## config.mk

```make
export PLATFORM = sky130hd
export DESIGN_NAME = temp_bcd_encoder
export DESIGN_NICKNAME = d
export VERILOG_FILES = /design/src/rtl/temp_pkg.sv /design/src/rtl/bcd_add3.sv /design/src/rtl/temp_bcd_encoder.sv
export SDC_FILE = /design/constraint.sdc
export NUM_CORES = 1
export LEC_CHECK = 0
export ABC_CLOCK_PERIOD_IN_PS = 3150
export BUFFER_PORTS_ARGS = -buffer_cell sky130_fd_sc_hd__buf_2
export CAP_MARGIN = 15
export CORE_AREA = 2 2 73 75
export CTS_CLUSTER_DIAMETER = 40
export CTS_CLUSTER_SIZE = 12
export DETAILED_ROUTE_END_ITERATION = 16
export DIE_AREA = 0 0 75 77
export PLACE_DENSITY = 0.75
export SLEW_MARGIN = 20
export SYNTH_ARGS = -nofsm -noshare
export SYNTH_HDL_FRONTEND = slang
export SYNTH_SLANG_ARGS = --single-unit
```

## constraint.sdc

```tcl
create_clock -name clk -period 3.15 [get_ports clk]
set_input_delay 0.315 -clock clk [delete_from_list [all_inputs] [get_ports clk]]
set_output_delay 0.315 -clock clk [all_outputs]
set_load 0.01 [all_outputs]
```

## src/rtl/temp_pkg.sv

```systemverilog
// Shared definitions for the temperature encoder and the monitor that consumes its
// sign + 3-digit BCD output bundle.
package temp_pkg;

    localparam int BCD_W   = 4;
    localparam int MAX_MAG = 999;

    typedef enum logic {
        IDLE = 1'b0,
        CONV = 1'b1
    } state_e;

    typedef struct packed {
        logic             sign;
        logic [BCD_W-1:0] huns;
        logic [BCD_W-1:0] tens;
        logic [BCD_W-1:0] ones;
    } temp_bcd_t;

endpackage

```

## src/rtl/bcd_add3.sv

```systemverilog
// Double-dabble digit correction: any digit of 5 or more gets +3 before the next shift.
module bcd_add3
    import temp_pkg::*;
(
    input  logic [BCD_W-1:0] din,
    output logic [BCD_W-1:0] dout
);

    assign dout = (din >= 4'd5) ? din + 4'd3 : din;

endmodule

```

## src/rtl/temp_bcd_encoder.sv

```systemverilog
// Converts a signed binary temperature to sign + clamped 3-digit BCD magnitude,
// one shift-add-3 iteration per cycle, and strobes en when the new digits are loaded.
module temp_bcd_encoder
    import temp_pkg::*;
#(
    parameter int WIDTH = 11
) (
    input  logic             clk,
    input  logic             rst,
    input  logic             sample_valid,
    input  logic [WIDTH-1:0] sample,
    output logic             sample_ready,
    output logic             en,
    output logic [3:0]       temp_value_ones,
    output logic [3:0]       temp_value_tens,
    output logic [3:0]       temp_value_huns,
    output logic             temp_value_sign,
    output logic             sat
);

    localparam int CNT_W = $clog2(WIDTH + 1);
    localparam int BCD_BITS = 3 * BCD_W;

    state_e               state_q, state_d;
    logic [CNT_W-1:0]     cnt_q;
    logic [WIDTH-1:0]     mag_q;
    logic [BCD_BITS-1:0]  bcd_q;
    logic                 sign_q;
    logic                 sat_q;
    temp_bcd_t            out_q;
    logic                 sat_out_q;
    logic                 en_q;

    // |sample| fits WIDTH unsigned bits, so the most negative input stays exact.
    logic [WIDTH-1:0]     mag_abs;
    logic                 over;
    logic [WIDTH-1:0]     mag_in;
    logic                 sign_in;
    logic                 accept;
    logic                 last_iter;
    logic [BCD_BITS-1:0]  bcd_adj;
    logic [BCD_BITS-1:0]  bcd_shift;

    assign mag_abs   = sample[WIDTH-1] ? (~sample) + {{(WIDTH-1){1'b0}}, 1'b1} : sample;
    assign over      = 32'(mag_abs) > MAX_MAG;
    assign mag_in    = over ? WIDTH'(MAX_MAG) : mag_abs;
    assign sign_in   = sample[WIDTH-1] && (sample != '0);
    assign accept    = sample_valid && (state_q == IDLE);
    assign last_iter = (cnt_q == CNT_W'(WIDTH - 1));

    bcd_add3 u_add3_ones (.din(bcd_q[BCD_W-1:0]),           .dout(bcd_adj[BCD_W-1:0]));
    bcd_add3 u_add3_tens (.din(bcd_q[2*BCD_W-1:BCD_W]),     .dout(bcd_adj[2*BCD_W-1:BCD_W]));
    bcd_add3 u_add3_huns (.din(bcd_q[3*BCD_W-1:2*BCD_W]),   .dout(bcd_adj[3*BCD_W-1:2*BCD_W]));

    assign bcd_shift = {bcd_adj[BCD_BITS-2:0], mag_q[WIDTH-1]};

    // NOTE: next-state defaults to the current state first so no path leaves state_d unassigned (no latch).
    always_comb begin
        state_d = state_q;
        case (state_q)
            IDLE:    if (sample_valid) state_d = CONV;
            CONV:    if (last_iter)    state_d = IDLE;
            default: state_d = IDLE;
        endcase
    end

    // NOTE: registers update with non-blocking assignments so every flop samples pre-edge values.
    always_ff @(posedge clk or negedge rst) begin
        if (!rst) begin
            state_q <= IDLE;
        end else begin
            state_q <= state_d;
        end
    end

    always_ff @(posedge clk or negedge rst) begin
        if (!rst) begin
            cnt_q     <= '0;
            mag_q     <= '0;
            bcd_q     <= '0;
            sign_q    <= 1'b0;
            sat_q     <= 1'b0;
            out_q     <= '0;
            sat_out_q <= 1'b0;
            en_q      <= 1'b0;
        end else begin
            en_q <= 1'b0;
            if (accept) begin
                mag_q  <= mag_in;
                sign_q <= sign_in;
                sat_q  <= over;
                bcd_q  <= '0;
                cnt_q  <= '0;
            end else if (state_q == CONV) begin
                bcd_q <= bcd_shift;
                mag_q <= mag_q << 1;
                cnt_q <= cnt_q + CNT_W'(1);
                if (last_iter) begin
                    out_q.sign <= sign_q;
                    out_q.huns <= bcd_shift[3*BCD_W-1:2*BCD_W];
                    out_q.tens <= bcd_shift[2*BCD_W-1:BCD_W];
                    out_q.ones <= bcd_shift[BCD_W-1:0];
                    sat_out_q  <= sat_q;
                    en_q       <= 1'b1;
                end
            end
        end
    end

    assign sample_ready    = (state_q == IDLE);
    assign en              = en_q;
    assign temp_value_ones = out_q.ones;
    assign temp_value_tens = out_q.tens;
    assign temp_value_huns = out_q.huns;
    assign temp_value_sign = out_q.sign;
    assign sat             = sat_out_q;

endmodule

```

==> results.cfg <==
[sta]
fin_tns_setup_ns = 0
slew_violations = 0
finalWorstSetupSlack_ns = 1.39
min_period_over_period_pct = 55.7
fin_skew_ns = 0.00692
fin_crit_ns = 1.76
rsz0062_at_grt = false
worst_slew_pin_slew_ns = 0.818
hold_violations = 0
relSlewSlack_pct = 45.3
setup-violations-final = 0
worst_hold_slack_ns = 0.00176
fmax_ghz = 0.570

[grt]
grt_max_degree = 46
grt_usage_pct = 18.4
grt_pass1_wl_mm = 8.45
antenna_found_initial = 0
grt_use_met2_pct = 28.2
grt_overflow = 0
met1_usage_pct = 25.5
grt_pass1_vias = 1847
top_usage_layer = met2
grt_use_met3_pct = 3.94

[synthesis]
synth_async_sr_flop_share_pct = 100
syn-num-nets = 294
ys_ff_latch = 45
seq_area_frac_synth_pct = 46.1
synth_top_family_by_area = simple AND/OR/NAND/NOR gates
synth_compound_area_share_pct = 18.7
synth_fa_ha_area_share_pct = 4.61
synth_top_area_cell = dfrtp_1
yosysUniqueCellTypes = 48
synthTopCellsByCount = nand2_1, dfrtp_1, o21ai_0
synth_top_area_share_pct = 46.1
synth.avg_cell_area_um2 = 9.01
synth_area_leaders = dfrtp_1, nand2_1, ha_1, o21ai_0, a21oi_1
synthesis.area_um2 = 2440
yosys.area_share.simple_pct = 20.9
synth-xor-area-share_pct = 3.95
synth_cells = 271
ys_warn_count = 0
synth_edf_count = 0
yosysMostFrequentCell = nand2_1
ys.flop_type = dfrtp_1
muxShareOfSynthArea_pct = 1.74

[setup_path]
start_kind = register
reg2reg_to = bcd_q[6]$_DFFE_PN0P_
arrival_ns = 1.44
critPathMaxFanout = 19
reg2reg_depth = 7
required_ns = 2.83
r2r-start = bcd_q[4]$_DFFE_PN0P_
rrSetupSlack_ns = 1.50
crit_path_start = state_q$_DFF_PN0_
worstSetupPathType = register to output port
endpoint_kind = output port

[die]
die-height_um = 77
coreArea_um2 = 4980
die_x_um = 75
io_pins = 30
initial_core_util_pct = 49.0
rows = 26
die_area_um2 = 5780

[route]
drtIter0Drc = 86
drt-total-wl_mm = 4.71
drtAntennaViolNets = 0
wire_per_inst_um = 12.9
drc_errors = 0
vias = 1971
viasPerCell = 5.39
dr.pass1.iters = 5

[placement]
hpwlAfterDp_mm = 3.23
dp_slack_ns = 1.24
dp.cells = 359
portBuffers = 29
place_area_um2 = 2640
gp_congestion = 0.905

[finish]
final_cells = 366
nFillCells = 475
nets = 319
final_area_um2 = 2730
drive_gt1_share_pct = 14.5
regArea_um2 = 1130
area_growth_pct = 11.6
antennaDiodeCount = 0
postLayoutCoreUtil_pct = 54.8
multi_input_area_um2 = 1220

[clock_network]
htreeDepth = 2
cts.repair.resized = 0
clk_pin_slew_ns = 0.08
cts_setup_buffers = 0
clk_latency_ns = 0.30
clock-root-buffer = clkbuf_8
cts_hold_buf = 0
cts_buffers = 5
clock_path_buffers = 2
cts_tree = yes
clock-sinks = 45

[job]
cap_violations = 0

[hold_path]
hold_class = input port to asynchronous set/reset pin

[power]
power.total_mw = 2.37
leakage_nw = 1.27
vdd_drop_max_uv = 276
powerDensity_nw_per_um2 = 870

[status]
status = completed
==> cell usage in the layout, fill, tap and decap left out, types with 3 or more instances in the layout <==
cell and instances:
o22ai_1 3, buf_2 28, a22o_1 3, o31ai_1 5, nor3_1 4, or3_1 7, nand2_1 47, buf_4 3
clkbuf_8 6, o21ai_1 11, dfrtp_1 45, nand2b_1 7, ha_1 9, a21oi_1 13, a21o_1 4, and2_1 3
inv_1 11, xor2_1 5, nand3_1 5, xnor2_1 6, nor2_1 13, o21ai_0 21, a31oi_1 4
==> worst max-delay path, stage by stage (launching register included) <==
cell,delay [ns]
dfrtp_1,0.42
clkinv_1,0.42
buf_2,0.30
==> final cells by class <==
| class | instances | area share [%] |
|---|---|---|
| multi-input combinational | 201 | 44.7 |
| sequential | 45 | 41.3 |
| timing repair buffer | 31 | 5.97 |
| tap | 70 | 3.21 |
| clock buffer | 7 | 3.17 |
| inverter | 12 | 1.65 |
==> per-layer routing <==
layer	wire length, um	vias to the layer above	share of wire, %
met5	0	-	0
met4	54	0	1.1
met3	174	5	3.7
met2	2080	43	44
met1	2390	924	51
li1	-	999	-
==> power by group <==
group / internal, mW / switching [mW] / leakage, nW / total [mW]
registers: 0.830 / 0.166 / 0.569 / 0.996
logic: 0.438 / 0.577 / 0.655 / 1.01
clock network: 0.174 / 0.185 / 0.0443 / 0.359
==> worst max-delay path by stage <==
stage                                end  slack [ns]  depth (start not counted)
finish                      sample_ready        1.39                          2
CTS                         sample_ready        1.37                          2
detailed placement  mag_q[3]$_DFFE_PN0P_        1.24                          9
floorplan           mag_q[9]$_DFFE_PN0P_        1.52                          6
global placement    mag_q[3]$_DFFE_PN0P_        1.34                          9
global route                sample_ready        1.24                          2
==> logic make-up (layout without fill, tap and decap cells) <==
logic type,count (synthesis),count (layout)
buf+inv,25,50
xor+xnor,11,11
compound gates,74,74
fa+ha+maj,9,9
flops,45,45
simple gates,103,103
mux,4,4
==> registers in the layout, summed over array words and instances (netlist names), 4 cells and up <==
register,count
bcd_q,12
cnt_q,4
mag_q,11
temp_value_huns,4
temp_value_ones,4
temp_value_tens,4
(Power assumes the default switching activity.)
